### src/rtl/mem_arbiter.sv
// mem_arbiter: two-port (instruction fetch / data) arbiter in front of a
// single-port synchronous RAM with one cycle of read latency.
// Ports can lock RAM ownership across several accesses.
// Optional feature: define MEM_ARB_RR_EN to replace the fixed port-1 tie-break
// with a round-robin tie-break.
module mem_arbiter #(
    parameter int DATA_WIDTH = 32,
    parameter int ADDR_WIDTH = 16
) (
    input  logic                  clk,
    input  logic                  rst_n,
    input  logic                  p0_req,
    input  logic                  p0_we,
    input  logic                  p0_lock,
    input  logic [ADDR_WIDTH-1:0] p0_addr,
    input  logic [DATA_WIDTH-1:0] p0_wdata,
    output logic                  p0_gnt,
    output logic                  p0_rvalid,
    output logic [DATA_WIDTH-1:0] p0_rdata,
    input  logic                  p1_req,
    input  logic                  p1_we,
    input  logic                  p1_lock,
    input  logic [ADDR_WIDTH-1:0] p1_addr,
    input  logic [DATA_WIDTH-1:0] p1_wdata,
    output logic                  p1_gnt,
    output logic                  p1_rvalid,
    output logic [DATA_WIDTH-1:0] p1_rdata,
    output logic [ADDR_WIDTH-1:0] ram_address,
    output logic [DATA_WIDTH-1:0] ram_data_in,
    output logic                  ram_write,
    output logic                  ram_read,
    input  logic [DATA_WIDTH-1:0] ram_data_out
);

    typedef enum logic [1:0] {
        IDLE = 2'd0,
        OWN0 = 2'd1,
        OWN1 = 2'd2
    } state_t;

    state_t state;
    state_t state_next;

    logic [ADDR_WIDTH-1:0] addr_hold;
    logic [DATA_WIDTH-1:0] wdata_hold;
    logic [DATA_WIDTH-1:0] p0_rdata_hold;
    logic [DATA_WIDTH-1:0] p1_rdata_hold;

`ifdef MEM_ARB_RR_EN
    // 1 = port 1 was granted most recently, so port 0 wins the next tie
    logic last_gnt;
`endif

    // State register
    always_ff @(posedge clk or negedge rst_n) begin
        if (!rst_n) begin
            state <= IDLE;
        end else begin
            state <= state_next;
        end
    end

    // Grant selection and next-state logic; grants are forced low during reset
    always_comb begin
        p0_gnt     = 1'b0;
        p1_gnt     = 1'b0;
        state_next = state;
        if (rst_n) begin
            case (state)
                IDLE: begin
                    if (p0_req && p1_req) begin
`ifdef MEM_ARB_RR_EN
                        if (last_gnt) begin
                            p0_gnt = 1'b1;
                        end else begin
                            p1_gnt = 1'b1;
                        end
`else
                        p1_gnt = 1'b1;
`endif
                    end else if (p0_req) begin
                        p0_gnt = 1'b1;
                    end else if (p1_req) begin
                        p1_gnt = 1'b1;
                    end
                    if (p0_gnt && p0_lock) begin
                        state_next = OWN0;
                    end else if (p1_gnt && p1_lock) begin
                        state_next = OWN1;
                    end
                end
                OWN0: begin
                    p0_gnt = p0_req;
                    if (p0_req && !p0_lock) begin
                        state_next = IDLE;
                    end
                end
                OWN1: begin
                    p1_gnt = p1_req;
                    if (p1_req && !p1_lock) begin
                        state_next = IDLE;
                    end
                end
                default: state_next = IDLE;
            endcase
        end
    end

    // RAM command comes straight from the granted port; address/data hold otherwise
    always_comb begin
        ram_write   = 1'b0;
        ram_read    = 1'b0;
        ram_address = addr_hold;
        ram_data_in = wdata_hold;
        if (p0_gnt) begin
            ram_write   = p0_we;
            ram_read    = ~p0_we;
            ram_address = p0_addr;
            ram_data_in = p0_wdata;
        end else if (p1_gnt) begin
            ram_write   = p1_we;
            ram_read    = ~p1_we;
            ram_address = p1_addr;
            ram_data_in = p1_wdata;
        end
    end

    // Remember the last driven RAM address/data so the bus holds between grants
    always_ff @(posedge clk or negedge rst_n) begin
        if (!rst_n) begin
            addr_hold  <= '0;
            wdata_hold <= '0;
        end else if (p0_gnt || p1_gnt) begin
            addr_hold  <= ram_address;
            wdata_hold <= ram_data_in;
        end
    end

    // Read-valid pulses one cycle after a read grant; reset cancels a pending one
    always_ff @(posedge clk or negedge rst_n) begin
        if (!rst_n) begin
            p0_rvalid <= 1'b0;
            p1_rvalid <= 1'b0;
        end else begin
            p0_rvalid <= p0_gnt & ~p0_we;
            p1_rvalid <= p1_gnt & ~p1_we;
        end
    end

    // Capture returned read data so rdata holds while rvalid is low
    always_ff @(posedge clk or negedge rst_n) begin
        if (!rst_n) begin
            p0_rdata_hold <= '0;
            p1_rdata_hold <= '0;
        end else begin
            if (p0_rvalid) begin
                p0_rdata_hold <= ram_data_out;
            end
            if (p1_rvalid) begin
                p1_rdata_hold <= ram_data_out;
            end
        end
    end

    assign p0_rdata = p0_rvalid ? ram_data_out : p0_rdata_hold;
    assign p1_rdata = p1_rvalid ? ram_data_out : p1_rdata_hold;

`ifdef MEM_ARB_RR_EN
    // Track which port was granted last, including grants made while locked
    always_ff @(posedge clk or negedge rst_n) begin
        if (!rst_n) begin
            last_gnt <= 1'b1;
        end else if (p0_gnt) begin
            last_gnt <= 1'b0;
        end else if (p1_gnt) begin
            last_gnt <= 1'b1;
        end
    end
`endif

endmodule

### config.mk
export PLATFORM = sky130hd
export DESIGN_NAME = mem_arbiter
export DESIGN_NICKNAME = d
export VERILOG_FILES = /design/src/rtl/mem_arbiter.sv
export SDC_FILE = /design/constraint.sdc
export NUM_CORES = 1
export LEC_CHECK = 0
export ABC_CLOCK_PERIOD_IN_PS = 2160
export CAP_MARGIN = 20
export CORE_MARGIN = 10
export CORE_UTILIZATION = 42
export CTS_BUF_LIST = sky130_fd_sc_hd__clkbuf_8
export CTS_CLUSTER_DIAMETER = 150
export DETAILED_ROUTE_END_ITERATION = 12
export PLACE_DENSITY_LB_ADDON = 0.05
export RECOVER_POWER = 100
export SLEW_MARGIN = 20
export SYNTH_ARGS = -nofsm -noshare
export SYNTH_HDL_FRONTEND = slang
export SYNTH_SLANG_ARGS = --single-unit
### constraint.sdc
create_clock -name clk -period 2.16 [get_ports clk]
set_input_delay 0.432 -clock clk [delete_from_list [all_inputs] [get_ports clk]]
set_output_delay 0.432 -clock clk [all_outputs]
set_load 0.05 [all_outputs]
== Word-level counts from Yosys, hierarchy flattened ==
Index checks and enable logic that the tools add are counted.
Word-level totals
  word-level logic and storage cells: 54
  register bits after elaboration: 116
  output and inout bits: 118
  input bits: 136
Operators by class
  reductions and logical operators: 10
  bitwise logic cells: 4
  muxes and demuxes: 28
  equal/unequal tests: 5
Operators with widths (number)
  32-bit 2-to-1 mux: 4
  16-bit 2-to-1 mux: 2
  1-bit 2-to-1 mux: 15
  2-bit 2-to-1 mux: 4
  2-bit case mux with 3 select lines: 1
  1-bit logical AND: 5
  2-bit inequality test, second input constant: 2
  1-bit case mux with 2 select lines: 2
  4-bit AND reduction: 1
  3-bit inequality test, second input constant: 1
  1-bit AND: 2
  2-bit by 1-bit == test with 1-bit output, second input constant: 1
  2-bit == test, second input constant: 1
  1-bit logical NOT: 2
  2-bit logical NOT: 1
  1-bit NOT: 2
  1-bit logical OR: 1

== Depth between registers and ports, before layout ==
Gate-level depths: netlist of the first run.
  depth after elaboration: 9
  depth in mapped cells: 5
  depth with buffers taken out: 3

== Worst setup path after synthesis of the first run ==
OpenSTA, ideal clock, no wires.
  path type: input to output
  from: in p1_req
  to: out ram_address[10]
  data arrival time: 1.891 ns
  cell stages on the path: 4
  buffers on the path: 1
  slack: -0.163 ns
  data required time: 1.728 ns
  cell sequence: and3b_1 -> clkbuf_1 -> and2_1 -> a221o_1
Between the ends
  longest elaborated chain between the ends: 9
  elaborated cells on any way between the ends: 15
  classes of those cells: mux (14); reduce/logical (1)
Ends and longest elaborated chain
  from (decl): RTL line 20  | input logic p1_req,
  1-bit 2-to-1 mux: RTL line 83  | end else if (p1_req) begin
  1-bit 2-to-1 mux: RTL line 81  | end else if (p0_req) begin
  1-bit 2-to-1 mux: RTL line 71  | if (p0_req && p1_req) begin
  1-bit 2-to-1 mux: RTL line 69  | case (state)
  1-bit 2-to-1 mux: RTL line 68  | if (rst_n) begin
  1-bit case mux with 2 select lines *: RTL line 69
  1-bit 2-to-1 mux *: RTL line 68
  via p1_gnt: RTL line 25  | output logic p1_gnt,
  16-bit 2-to-1 mux *: RTL line 120  | end else if (p1_gnt) begin
  16-bit 2-to-1 mux *: RTL line 115  | if (p0_gnt) begin
  to (decl): RTL line 28  | output logic [ADDR_WIDTH-1:0] ram_address,
The timed path passes the listed nets; every way through them passes the cells marked *. The select of a mux whose other input is x is not followed.

== Worst setup path after layout of the first run ==
  from: reg state[0]
  to: out ram_address[9]
Between the ends
  longest elaborated chain between the ends: 5
  elaborated cells on any way between the ends: 9
  classes of those cells: eq/ne (2); mux (6); reduce/logical (1)
Ends and longest elaborated chain
  from (decl): RTL line 41  | state_t state;
  from (signal assigned): RTL line 59  | state <= state_next;
  2-bit == test or 2-bit logical NOT (tied branches): RTL line 69
  1-bit case mux with 2 select lines: RTL line 69
  1-bit 2-to-1 mux: RTL line 68
  16-bit 2-to-1 mux: RTL line 120
  16-bit 2-to-1 mux *: RTL line 115
Every way passes the cells marked *; elsewhere a longest branch is shown, timed or not.

==> results of run 1 <==
[per-layer routing]
metal  track usage, %  share of wire (%)  routed length, µm
met5                0                  0                  0
met4             10.7                3.8                724
met3             9.63                9.2               1760
met2             38.1                 52               9950
met1             22.9                 35               6680
[report_power, final]
part           internal (µW)  switching [µW]
clock                   1180             855
combinational           5480            6060
sequential              3190             442
[timing repair]
item	CTS	global route
gates cloned	3	0
setup buffers	5	0
pin swaps	34	0
setup endpoints to repair	52	52
resized for setup	24	11
[cell usage in the layout (no fill, tap or decap), types with 2 or more instances in the layout]
cell	netlist	final
clkinvlp_4	0	2
and2_4	0	22
clkinv_2	0	5
nor2b_1	3	2
mux2_2	64	2
clkdlybuf4s50_1	0	132
dfrtp_1	116	116
dlygate4sd2_1	0	2
buf_16	0	3
inv_1	3	6
a221o_1	96	88
buf_4	4	35
bufinv_16	0	3
buf_12	0	127
and2_1	48	26
clkbuf_8	0	19
a221o_2	0	8
mux2_1	0	62
[registers in the layout (all words and copies together) (netlist names)]
| name | count |
|---|---|
| addr_hold | 16 |
| p0_rdata_hold | 32 |
| p0_rvalid | 1 |
| p1_rdata_hold | 32 |
| p1_rvalid | 1 |
| state | 2 |
| wdata_hold | 32 |
[critical path, delay by kind of cell (launching register included)]
kind / cells / cell delay, ns
DFF: 1 / 0.37
buffers and inverters: 3 / 0.48
AOI/OAI and AO/OA: 1 / 0.33
and+or+nand+nor: 2 / 0.44
[cell families after synthesis]
| kind of cell | share of synthesized area (%) |
|---|---|
| muxes | 13.9 |
| and+or+nand+nor | 7.26 |
| buffers and inverters | 3.19 |
| AOI/OAI and AO/OA | 19.5 |
| DFF | 56.1 |
[cell type report]
class / instances / area (µm²) / area share (%)
timing repair buffer: 303 / 4260 / 42.8
sequential: 116 / 2900 / 29.1
multi-input combinational: 224 / 2190 / 22.0
clock buffer: 19 / 262 / 2.63
tap: 147 / 184 / 1.85
clock inverter: 13 / 141 / 1.42
inverter: 3 / 11.3 / 0.113
antenna: 1 / 2.50 / 0.0251
[worst max path at each step]
stage	start	endpoint	slack (ns)
final	state[0]	ram_address[9]	-0.32
after global routing	state[0]	ram_address[8]	-0.39
after CTS	state[0]	ram_address[10]	-0.30
after detailed placement	p1_req	ram_data_in[12]	-0.41
after global placement	p1_req	ram_data_in[20]	-0.32
after floorplan	p1_req	ram_write	0.002
[per-stage QoR]
stage | setup slack, ns | area [µm²] | util (%) | setup TNS, ns | cells
6_report | -0.319 | 9960 | 82.9 | -14.57 | 826
2_1_floorplan | 0.00163 | 5180 | - | 0 | 376
3_5_place_dp | -0.412 | 9360 | 77.9 | -18.17 | 786
3_3_place_gp | -0.316 | 9350 | 77.9 | -14.38 | 786
4_1_cts | -0.304 | 9930 | 82.7 | -14.33 | 825
5_1_grt | -0.391 | 9960 | 82.9 | -17.81 | 826
==> metrics.csv, run 1 <==
metric,value,unit
status,"complete, but fails checks",
violations,negative setup slack,
io_buffers,253,
reg2reg_from,state[0],
worst_slack,-0.319,ns
grt_pass1_vias,5228,
rr_worst_depth,6,
p_leak,0.00436,µW
ys_ff_latch,116,
syn-num-nets,512,
totalWireLength,19100,µm
seq_area_frac_synth,56.1,%
reg2reg_slack,0.48,ns
hold_viol_final,0,
antenna_found_initial,1,
drtPass1Iterations,4,
drv_slew,0,
drc,0,
die_w,131,µm
antenna_left,0,
synth_cell_types,22,
critical_path_arrival,2.05,ns
avgSynthCellArea,13.8,µm²
critPathKind,flip-flop to output port,
start_util,43.1,%
routed_via_density,5.60,
cts_max_level,4,
synth-edff-count,0,
grt_start_max_net_pins,95,
cts_max_path_buffers,2,
vias,4627,
hp-class,primary input to flip-flop,
cp-end-kind,output port,
finalCritPeriodShare,115,%
grt_pass1_wl,29000,µm
cts_root_buf,clkbuf_8,
cts_buffers,17,
hp-start,rst_n,
place.gp.congestion,0.780,
avgRoutedWirePerCell,23.1,µm
cp.required,1.73,ns
crit_path_max_incr_delay,0.37,ns
total_power,17200,µW
netlist_area,5170,µm²
postCtsHoldBufs,0,
worstReg2RegEnd,addr_hold[15],
ioPinCount,254,
die_area,17200,µm²
crit_path_cell_trace,"buf_4, and3b_2, buf_16, and2_4, a221o_2, buf_12",
core_area,12000,µm²
fillers,661,
fp.dieH,131,µm
drive_gt1_share,34.8,%
cts.sinks,116,
min_path_cells,4,
synth_warnings,0,
max_cap_viol_count,0,
skew,0.00635,ns
crit_path_top_delay_cell,dfrtp_1,
drt_iter0_markers,222,
synth_top_area_cell,dfrtp_1,
min_period,2.48,ns
grtUsageTotal,22.2,%
p_per_area,1730,nW/µm²
rsz0062_at_grt,yes,
clk_latency,0.42,ns
synth_most_common_cell,dfrtp_1,
path_max_fanout,25,
grt-ovfl-total,0,
hold_end,p0_rvalid,
num-nets-final,801,
hpwl,14000,µm
fmax,403,MHz
area_delta_synth_final,92.5,%
yosysTopAreaCellShare,56.1,%
ys_top_cells_by_area,"dfrtp_1, a221o_1, mux2_2",
synthTopCellsByCount,"dfrtp_1, a221o_1, mux2_2",
tritoncts,done,
clk_pin_slew,0.06,ns
ys.flop_type,dfrtp_1,
start_kind,flip-flop,
async_flop_share,100,%
netlist_instances,376,
slew_headroom,3.21,%
worst_pin_slew,1.45,ns
setup-violations-final,51,
ir_worst_vdd,0.840,mV
holdWs,0.475,ns
rows,40,
Power figures use the tool's default switching activity.
==> run 2, diff against run 1 <==
--- a/config.mk
+++ b/config.mk
@@ -6,8 +6,7 @@
 export NUM_CORES = 1
 export LEC_CHECK = 0
 export ABC_CLOCK_PERIOD_IN_PS = 2160
-export CAP_MARGIN = 20
-export CORE_MARGIN = 10
+export CORE_MARGIN = 1
 export CORE_UTILIZATION = 42
 export CTS_BUF_LIST = sky130_fd_sc_hd__clkbuf_8
 export CTS_CLUSTER_DIAMETER = 150
==> metrics.csv, run 2 (synthesis results as in run 1) <==
metric,value,unit,change
cts.sinks,116,,unchanged
antenna_left,0,,unchanged
drt_iter0_markers,234,,+5.4%
grt_pass1_vias,4830,,-7.6%
clk_latency,0.44,ns,+0.02 ns
setup-violations-final,50,,-2.0%
fmax,410,MHz,+1.8%
max_cap_viol_count,1,,+1
avgRoutedWirePerCell,20.0,µm,-13%
clk_pin_slew,0.07,ns,about the same
crit_path_cell_trace,"and2b_4, nor3_4, buf_6, buf_8, a221o_2, buf_12",,
rsz0062_at_grt,yes,,
grt-ovfl-total,0,,unchanged
holdWs,0.499,ns,+0.0239 ns
crit_buf_inv,3,,unchanged
ir_worst_vdd,0.996,mV,+19%
core_area,12000,µm²,unchanged
reg2reg_from,state[0],,
crit_path_max_incr_delay,0.40,ns,+0.03 ns
grt_start_max_net_pins,86,,-9.5%
violations,"max-capacitance violations, max-slew violations, negative setup slack",,
cts_root_buf,clkbuf_8,,
area_delta_synth_final,90.0,%,
hold_viol_final,0,,unchanged
grtUsageTotal,26.5,%,+4.2 points
hp-start,rst_n,,
num-nets-final,801,,unchanged
fin_util,81.8,%,-1.1 points
drive_gt1_share,40.8,%,+6.0 points
worstReg2RegEnd,addr_hold[1],,
min_period,2.44,ns,-0.0431 ns
start_kind,flip-flop,,
hold_end,addr_hold[14],,
cts_max_path_buffers,2,,unchanged
cts_max_level,4,,unchanged
critical_path.top_delay_family,buffers and inverters,,
dpl-instance-area,9260,µm²,-1.1%
fp.dieH,113,µm,-14%
critPathKind,flip-flop to output port,,
io_buffers,253,,unchanged
hp-class,primary input to flip-flop,,
ioPinCount,254,,unchanged
drtPass1Iterations,4,,unchanged
cp-end-kind,output port,,
rr_worst_depth,8,,+2
skew,0.00699,ns,+0.000641 ns
final_area,9830,µm²,-1.3%
worst_pin_slew,1.87,ns,+0.414 ns
p_per_area,1740,nW/µm²,+0.61%
critical_path_arrival,2.00,ns,-0.05 ns
drc,0,,unchanged
vias,4631,,+0.086%
start_util,43.1,%,unchanged
drv_slew,35,,+35
tritoncts,done,,
routed_via_density,5.62,,+0.33%
slew_headroom,-24.4,%,-28 points
layout_commonest_cell,clkdlybuf4s50_1,,
status,"complete, but fails checks",,
p_leak,0.00427,µW,-2.1%
worst_slack,-0.276,ns,+0.0431 ns
place.gp.congestion,0.772,,-0.96%
hpwl,11400,µm,-18%
die_w,113,µm,-14%
grt_pass1_wl,25600,µm,-12%
cp.required,1.73,ns,about the same
reg2reg_slack,0.26,ns,-0.22 ns
min_path_cells,3,,-1
antenna_found_initial,1,,unchanged
crit_path_top_delay_cell,a221o_2,,
rows,40,,unchanged
totalWireLength,16500,µm,-14%
die_area,12800,µm²,-26%
fillers,705,,+6.7%
path_max_fanout,7,,-72%
final_cell_mix,"clkdlybuf4s50_1, buf_12, dfrtp_1",,
cts_buffers,17,,unchanged
reg.largest.list,"p0_rdata_hold x32, p1_rdata_hold x32, wdata_hold x32",,
finalCritPeriodShare,113,%,-2.0 points
postCtsHoldBufs,0,,unchanged
[run 2: worst register-to-register path: stages, from the launching register on]
cell       delay [ns]
dfrtp_1          0.39
and2b_4          0.29
nor3_4           0.07
buf_6            0.15
buf_4            0.14
clkbuf_16        0.14
buf_4            0.14
buf_4            0.13
a221o_1          0.34
[run 2: cell type report]
cell class	instances	area (µm²)	area share, %
tap	147	184	1.87
multi-input combinational	224	2150	21.8
clock buffer	19	262	2.66
antenna	1	2.50	0.0255
clock inverter	11	114	1.16
sequential	116	2900	29.5
inverter	3	11.3	0.115
timing repair buffer	303	4210	42.8
[run 2: how the worst max path moves through the flow]
| stage | start | to | slack [ns] | cells past startpoint |
|---|---|---|---|---|
| 6_report | state[0] | ram_address[12] | -0.28 | 6 |
| 5_1_grt | state[0] | ram_address[12] | -0.35 | 6 |
| 4_1_cts | state[0] | ram_data_in[20] | -0.30 | 6 |
| 3_5_place_dp | p1_req | ram_data_in[23] | -0.36 | 6 |
| 3_3_place_gp | p1_req | ram_data_in[25] | -0.31 | 6 |
| 2_1_floorplan | p1_req | ram_write | 0.002 | 4 |
[run 2: per-stage QoR]
step                      TNS (ns)  setup WS, ns  power (µW)  std cells
final                       -11.36        -0.276       17100        824
after global routing        -18.19        -0.354       17700        824
after CTS                   -13.45        -0.305       17100        816
after detailed placement    -16.41        -0.362       15100        780
after global placement      -14.84        -0.313       14900        780
after floorplan                  0       0.00163        9290        376
[run 2: what timing repair did]
item / in CTS / in global routing
gates cloned: 3 / 1
setup buffers: 3 / 8
resized for setup: 15 / 4
setup endpoints to repair: 69 / 69
pin swaps: 37 / 3
[run 2: power by group]
part           leakage [µW]  switching (µW)  internal, µW
registers           0.00141             438          3190
logic               0.00267            5940          5600
clock network      0.000192             870          1060
total               0.00427            7240          9850
[run 2: layer usage]
layer	GRT usage (%)	up-vias	routed length [µm]
met2	46.0	201	8670
met5	0	-	0
li1	-	2079	-
met4	10.5	0	376
met1	29.4	2325	6090
met3	9.91	26	1360
==> run 3, diff against run 2 <==
--- a/config.mk
+++ b/config.mk
@@ -5,7 +5,7 @@
 export SDC_FILE = /design/constraint.sdc
 export NUM_CORES = 1
 export LEC_CHECK = 0
-export ABC_CLOCK_PERIOD_IN_PS = 2160
+export ABC_CLOCK_PERIOD_IN_PS = 2500
 export CORE_MARGIN = 1
 export CORE_UTILIZATION = 42
 export CTS_BUF_LIST = sky130_fd_sc_hd__clkbuf_8
==> constraint.sdc (replaced) <==
create_clock -name clk -period 2.5 [get_ports clk]
set_input_delay 0.5 -clock clk [delete_from_list [all_inputs] [get_ports clk]]
set_output_delay 0.5 -clock clk [all_outputs]
set_load 0.05 [all_outputs]
==> metrics.csv, run 3 (synthesis results as in run 1) <==
metric,value,unit,change
cts_root_buf,clkbuf_8,,
io_buffers,253,,unchanged
place_ws,-0.241,ns,+0.120 ns
area_delta_synth_final,93.0,%,
dpl-instance-area,9140,µm²,-1.3%
routed_via_density,5.61,,about the same
path_max_fanout,9,,+2
fin_cells,838,,+1.7%
rows,40,,unchanged
drc,0,,unchanged
rsz0062_at_grt,yes,,
drtPass1Iterations,4,,unchanged
final_area,9980,µm²,+1.6%
hpwl,11300,µm,-1.3%
fp.dieH,113,µm,unchanged
ir_worst_vdd,0.711,mV,-29%
final_cell_mix,"clkdlybuf4s50_1, dfrtp_1, buf_12",,
drt_iter0_markers,260,,+11%
grt_pass1_vias,4943,,+2.3%
antenna_left,0,,unchanged
grt_start_max_net_pins,93,,+8.1%
avgRoutedWirePerCell,20.6,µm,+3.0%
setup-violations-final,46,,-8.0%
cts_max_level,4,,unchanged
grt-ovfl-total,0,,unchanged
worst_slack,-0.0399,ns,+0.237 ns
antenna_found_initial,0,,-1
gr-usage-met3,10.3,%,+0.37 points
tns,-0.764,ns,+10.60 ns
core_area,12000,µm²,unchanged
cp-end-kind,output port,,
drv_slew,28,,-20%
fmax,394,MHz,
place_inst,782,,+0.26%
status,"complete, but fails checks",,
ioPinCount,254,,unchanged
layout_commonest_cell,clkdlybuf4s50_1,,
diodes,0,,-1
violations,"max-capacitance violations, max-slew violations, negative setup slack",,
num-nets-final,815,,+1.7%
drive_gt1_share,31.7,%,-9.1 points
holdWs,0.497,ns,-0.00183 ns
finalCritPeriodShare,102,%,
cts_buffers,17,,unchanged
p_per_area,1480,nW/µm²,-15%
tritoncts,done,,
reg.largest.list,"p0_rdata_hold x32, p1_rdata_hold x32, wdata_hold x32",,
worst_pin_slew,1.53,ns,-0.340 ns
skew,0.0131,ns,+0.00609 ns
die_w,113,µm,unchanged
max_cap_viol_count,1,,unchanged
busiest_layer,met2,,
clk_latency,0.43,ns,about the same
critical_path_arrival,2.04,ns,+0.04 ns
cts.sinks,116,,unchanged
start_kind,flip-flop,,
p_leak,0.00441,µW,+3.2%
met1_usage,29.6,%,+0.21 points
start_util,43.1,%,unchanged
min_period,2.54,ns,
clk_pin_slew,0.07,ns,about the same
grt_pass1_wl,26400,µm,+2.8%
hold_viol_final,0,,unchanged
die_area,12800,µm²,unchanged
place.gp.congestion,0.764,,-1.0%
cts_max_path_buffers,2,,unchanged
hp-class,flip-flop to flip-flop,,
vias,4705,,+1.6%
use_met2,48.5,%,+2.5 points
slew_headroom,-1.76,%,+23 points
grtUsageTotal,27.4,%,+0.92 points
cp.required,2.00,ns,+0.27 ns
totalWireLength,17300,µm,+4.7%
critPathKind,flip-flop to output port,,
run 3: cell count changes in the layout (fill, tap and decap cells not counted), sizes merged:
cell and change:
buf +9, clkbuf +5, bufinv +2, clkinvlp -2, bufbuf +1, diode -1
run 3: power breakdown:
part / switching [µW] / total, µW / internal [µW]
Clock: 748 / 1900 / 1150
Combinational: 5120 / 9700 / 4580
Sequential: 379 / 3140 / 2760
Total: 6250 / 14700 / 8490
run 3: worst max-delay path, cell delays in order (launching register included):
cell and delay (ns):
dfrtp_1 0.40, and2b_4 0.30, nor3_4 0.05, buf_12 0.16, clkbuf_16 0.17, a221o_1 0.36, buf_12 0.16
run 3: area by class of cell:
cell class | count | area [µm²]
repair buffers | 317 | 4330
flip-flops and latches | 116 | 2900
multi-input cells | 224 | 2120
fillers | 675 | 2030
clock buffers | 20 | 275
well taps | 147 | 184
clock inverters | 11 | 159
inverters | 3 | 11.3
run 3: worst paths after layout:
kind | end | slack, ns | from | depth (start not counted)
setup / recovery | ram_data_in[19] | -0.04 | state[0] | 6
hold / removal | p1_rdata_hold[30] | 0.50 | p1_rdata_hold[30] | 1
setup reg to reg | addr_hold[5] | 0.59 | state[0] | 7
hold reg to reg | p1_rdata_hold[30] | 0.50 | p1_rdata_hold[30] | 1
max in group asynchronous | addr_hold[5] | 0.89 | rst_n | 2
min in group asynchronous | wdata_hold[12] | 0.68 | rst_n | 2
run 3: what timing repair did:
action / CTS / global route
endpoints found under the setup margin: 50 / 48
gates cloned: 6 / 4
resized for setup: 12 / 0
pin swaps: 50 / 4
buffers inserted: 10 / 9
hold buffers: 0 / 0
run 3: layer usage:
metal  wire length, µm  vias to the layer above
met5                 0                        -
met4               494                        0
met3              1300                       32
met2              9170                      196
met1              6310                     2368
li1                  -                     2109
run 3: metrics by stage:
stage,util [%],power (µW)
6_report,83.1,14700
5_1_grt,83.1,15300
4_1_cts,81.9,14900
3_5_place_dp,76.1,12700
3_3_place_gp,76.1,12600
2_1_floorplan,-,8010
